### config.mk
export PLATFORM = sky130hd
export DESIGN_NAME = id_ex_stage
export DESIGN_NICKNAME = d
export VERILOG_FILES = /design/src/rtl/id_ex_stage.sv
export SDC_FILE = /design/constraint.sdc
export NUM_CORES = 1
export LEC_CHECK = 0
export ABC_AREA = 1
export CAP_MARGIN = 10
export CELL_PAD_IN_SITES_DETAIL_PLACEMENT = 1
export CELL_PAD_IN_SITES_GLOBAL_PLACEMENT = 1
export CORE_ASPECT_RATIO = 1.1
export CORE_MARGIN = 2
export CORE_UTILIZATION = 27
export CTS_BUF_LIST = sky130_fd_sc_hd__clkbuf_16
export DETAILED_ROUTE_END_ITERATION = 12
export GPL_ROUTABILITY_DRIVEN = 0
export GPL_TIMING_DRIVEN = 0
export PLACE_DENSITY = 0.8
export REMOVE_ABC_BUFFERS = 1
export SYNTH_ARGS = -nofsm -noshare
export SYNTH_HDL_FRONTEND = slang
export SYNTH_SLANG_ARGS = --single-unit
### constraint.sdc
create_clock -name clk -period 2 [get_ports clk]
set_input_delay 0.3 -clock clk [delete_from_list [all_inputs] [get_ports clk]]
set_output_delay 0.3 -clock clk [all_outputs]
set_load 0.05 [all_outputs]
### src/rtl/id_ex_stage.sv
// rtl/id_ex_stage.sv - ID/EX pipeline register with load-use stall and optional write-back bypass (WB_BYPASS_EN)
module id_ex_stage (
  input  logic        clk,
  input  logic        rst_n,
  input  logic        if_valid,
  input  logic [31:0] if_instr,
  input  logic [31:0] if_pc,
  output logic [4:0]  read_reg_1,
  output logic [4:0]  read_reg_2,
  input  logic [31:0] rs_data,
  input  logic [31:0] rt_data,
  input  logic        wb_reg_write,
  input  logic [4:0]  wb_write_reg,
  input  logic [31:0] wb_write_data,
  input  logic        flush,
  output logic        id_stall,
  output logic        ex_valid,
  output logic [31:0] ex_pc,
  output logic [31:0] ex_rs_data,
  output logic [31:0] ex_rt_data,
  output logic [31:0] ex_imm,
  output logic [4:0]  ex_rs,
  output logic [4:0]  ex_rt,
  output logic [4:0]  ex_rd,
  output logic [5:0]  ex_opcode,
  output logic [5:0]  ex_funct,
  output logic        ex_mem_read,
  output logic [15:0] stall_count
);

  localparam logic [5:0] OP_LW = 6'h23;

  typedef enum logic {ST_RUN, ST_BUBBLE} state_t;

  state_t      state, state_nxt;
  logic        hazard;
  logic [31:0] rs_sel, rt_sel;

  assign read_reg_1 = if_instr[25:21];
  assign read_reg_2 = if_instr[20:16];

  // Load-use detection; a bubble always has ex_valid=0, so BUBBLE never re-stalls
  always_comb begin
    hazard    = 1'b0;
    id_stall  = 1'b0;
    state_nxt = ST_RUN;
    hazard    = (state == ST_RUN) && ex_valid && ex_mem_read && (ex_rt != 5'd0) && if_valid &&
                ((ex_rt == read_reg_1) || (ex_rt == read_reg_2));
    id_stall  = hazard && !flush;
    if (hazard || flush) state_nxt = ST_BUBBLE;
  end

  // State register
  always_ff @(posedge clk or negedge rst_n) begin
    if (!rst_n) state <= ST_RUN;
    else        state <= state_nxt;
  end

`ifndef WB_BYPASS_EN
  logic unused_wb;
  assign unused_wb = ^{wb_reg_write, wb_write_reg, wb_write_data};
`endif

  // Operand selection: optional same-cycle write-back forwarding, register 0 forced to zero
  always_comb begin
    rs_sel = rs_data;
    rt_sel = rt_data;
`ifdef WB_BYPASS_EN
    if (wb_reg_write && (wb_write_reg != 5'd0) && (wb_write_reg == read_reg_1)) rs_sel = wb_write_data;
    if (wb_reg_write && (wb_write_reg != 5'd0) && (wb_write_reg == read_reg_2)) rt_sel = wb_write_data;
`endif
    if (read_reg_1 == 5'd0) rs_sel = 32'd0;
    if (read_reg_2 == 5'd0) rt_sel = 32'd0;
  end

  // Pipeline register: flush or stall inserts a bubble and holds the fields
  always_ff @(posedge clk or negedge rst_n) begin
    if (!rst_n) begin
      ex_valid    <= 1'b0;
      ex_pc       <= 32'd0;
      ex_rs_data  <= 32'd0;
      ex_rt_data  <= 32'd0;
      ex_imm      <= 32'd0;
      ex_rs       <= 5'd0;
      ex_rt       <= 5'd0;
      ex_rd       <= 5'd0;
      ex_opcode   <= 6'd0;
      ex_funct    <= 6'd0;
      ex_mem_read <= 1'b0;
    end else if (flush || hazard) begin
      ex_valid    <= 1'b0;
    end else begin
      ex_valid    <= if_valid;
      ex_pc       <= if_pc;
      ex_rs_data  <= rs_sel;
      ex_rt_data  <= rt_sel;
      ex_imm      <= {{16{if_instr[15]}}, if_instr[15:0]};
      ex_rs       <= if_instr[25:21];
      ex_rt       <= if_instr[20:16];
      ex_rd       <= if_instr[15:11];
      ex_opcode   <= if_instr[31:26];
      ex_funct    <= if_instr[5:0];
      ex_mem_read <= (if_instr[31:26] == OP_LW);
    end
  end

  // Saturating count of load-use stall cycles
  always_ff @(posedge clk or negedge rst_n) begin
    if (!rst_n)                                   stall_count <= 16'd0;
    else if (id_stall && (stall_count != 16'hFFFF)) stall_count <= stall_count + 16'd1;
  end

endmodule

==> results.yml <==
floorplanning:
  start_util: 0.276
  die_x_um: 152
  die_area_um2: 25500
  core-area_um2: 23700
  io_pins: 354
  dieHeight_um: 167
  rows: 59
routing:
  wl_um: 23800
  via_count: 6186
  dr.pass1.iters: 4
  drtAntennaViolNets: 0
  post_drt_wl_per_cell_um: 17.3
  detail_route.vias_per_cell: 4.51
  drtIter0Drc: 165
  drc: 0
timing:
  worst_slack_ps: 6.14
  setup_viol: 0
  rsz0062_at_grt: "true"
  finalHoldViolations: 0
  relSlewSlack: 0.498
  worst_pin_slew_ps: 751
  hold_ws_ps: 399
  fin_worst_skew_ps: 14.0
  fmax_ghz: 0.502
  fin_setup_tns_ps: 0
  period_share: 0.997
  slew_viol_final: 0
  layout_min_cycle_time_ps: 1990
cells_and_area:
  nFillCells: 2718
  seqCellArea_um2: 3680
  area_growth_pct: 62.1
  multi_input_area_um2: 2350
  antennaDiodeCount: 0
  final_common_cell: "nand2_1"
  final_core_util: 0.447
  drive_gt1_frac: 0.0880
  num-nets-final: 1228
  final_cell_mix: "nand2_1, clkdlybuf4s50_1, dfrtp_1"
clock_tree:
  htreeDepth: 4
  cts_root_buffer: "clkbuf_16"
  clock_latency_ps: 410
  clockBufferDepth: 2
  clk_pin_slew_ps: 60
  cts_tree: "built"
  cts.sinks: 147
  cts_buffers: 17
placement:
  io_buffers: 315
  dp_hpwl_um: 15600
  place_ws_ps: -1480
synth:
  netlist.top_cell.by_area: "dfrtp_1"
  synth_top_area_share: 0.563
  synth_top_family_by_area: "simple AND/OR/NAND/NOR gates"
  ys_ff_latch: 147
  synth_area_per_cell_um2: 8.46
  yosys.cell_types.count: 23
  mappedNetlistArea_um2: 6540
  synthSimpleGateAreaFrac: 0.259
  synthAdderAreaFrac: 0.00191
  ys_seq_area_frac: 0.563
  synth_compound_area_frac: 0.0582
  syn_inst: 773
  synthXorXnorAreaFrac: 0.0201
  synth_warnings: 0
  synth.area.top_cells: "dfrtp_1, nand2_1, o21ai_0"
  synth_mux_area_frac: 0
setup_path:
  critical_path_class: "input pin to output pin"
  crit_required_ps: 1700
  worstPathArrival_ps: 1690
  path_max_fanout: 4
  start_kind: "input pin"
  critPathCaptureType: "output pin"
pwr:
  leakagePower_nw: 5.19
  ir_drop_v: 0.000464
  powerDensity_nw_per_um2: 897
flow_run:
  cap_violations: 0
hold_path:
  hold_path_class: "input pin to register"
global_routing:
  grt_usage: 0.182
  gr-total-overflow: 0
  grt_max_degree: 77
  grt_pass1_vias: 6583
  antenna_found_initial: 0
  grt_first_pass_wirelength_um: 36500
status:
  status: "completed"
-- final cells by class --
cell class                 count  area share
timing repair inverter         2     0.00212
clock buffer                  17      0.0401
timing repair buffer         332       0.318
sequential                   147       0.347
clock inverter                13      0.0218
multi-input combinational    528       0.222
tap                          305      0.0360
inverter                      29      0.0127
-- power by group --
part / internal, W / switching [W]
logic: 0.000849 / 0.00164
registers: 0.00321 / 0.000153
clock network: 0.00234 / 0.00133
-- metal layers --
metal	vias up	part of all wire	track usage	routed length [um]
li1	2926	-	-	-
met4	0	0.025	0.0614	586
met1	3041	0.41	0.211	9770
met2	186	0.51	0.321	12100
met5	-	0	0	0
met3	33	0.056	0.0546	1340
-- cell usage after synthesis --
cell      number
dfrtp_1      147
xnor2_1        6
xor2_1         9
buf_4         40
nand2_4        1
clkbuf_1      12
ha_1           1
nor3_2         2
nand3_1       12
nor3_1         6
o21ai_0       71
buf_2          6
buf_8          1
nand2_2        2
nor3b_1        1
buf_6         13
nand2_1      389
nand4_1        2
o21ai_1        5
inv_1         25
inv_2          4
nor2_1        17
nand4_2        1
-- timing repair --
item	4_1_cts	5_1_grt
pin swaps	4	6
cloned	6	2
resized for setup	67	52
endpoints found under the hold margin	71	0
buffers inserted	6	3
hold buffers	1	0
endpoints found under the setup margin	138	138
-- metrics by stage --
step / instance area (um2) / power, W / cells
floorplan: 6000 / 0.00471 / 701
global placement: 9540 / 0.00582 / 1321
detailed placement: 9650 / 0.00587 / 1325
CTS: 10500 / 0.00962 / 1368
global route: 10600 / 0.00991 / 1373
finish: 10600 / 0.00951 / 1373
-- sequential cells by signal (all words and copies together), names as in the netlist, 5 cells and up --
name	count
ex_imm	16
ex_rt_data	32
ex_pc	32
ex_rs	5
stall_count	16
ex_rs_data	32
ex_rt	5
ex_opcode	6
-- cell families (layout without fill, tap and decap cells) --
kind of cell	after synthesis	after routing
and+or+nand+nor	433	436
DFF	147	147
AOI/OAI and AO/OA	76	76
buffers and inverters	101	393
adders and majority gates	1	1
xor gates and xnor gates	15	15
-- final timing paths --
kind | from | to | slack (ps) | cells past startpoint
max in group asynchronous | rst_n | ex_mem_read$_DFFE_PN0N_ | 770 | 3
hold reg to reg | ex_pc[23]$_DFFE_PN0N_ | ex_pc[23]$_DFFE_PN0N_ | 480 | 2
setup / recovery | if_instr[23] | id_stall | 6 | 10
hold / removal | if_instr[17] | ex_rt[1]$_DFFE_PN0N_ | 400 | 3
min in group asynchronous | rst_n | ex_rs_data[8]$_DFFE_PN0N_ | 430 | 2
setup reg to reg | ex_rt[2]$_DFFE_PN0N_ | ex_rt_data[19]$_DFFE_PN0N_ | 120 | 11
-- worst max-delay path, cell delays in order --
cell and delay [ps]:
clkdlybuf4s50_1 550, inv_1 80, nand2_1 60, nand2_1 50, nor2_1 130, nand3_2 110, nand2_4 90, nand3_4 80
inv_2 100, buf_8 140
Note: power is estimated with default switching activity, not from simulation.
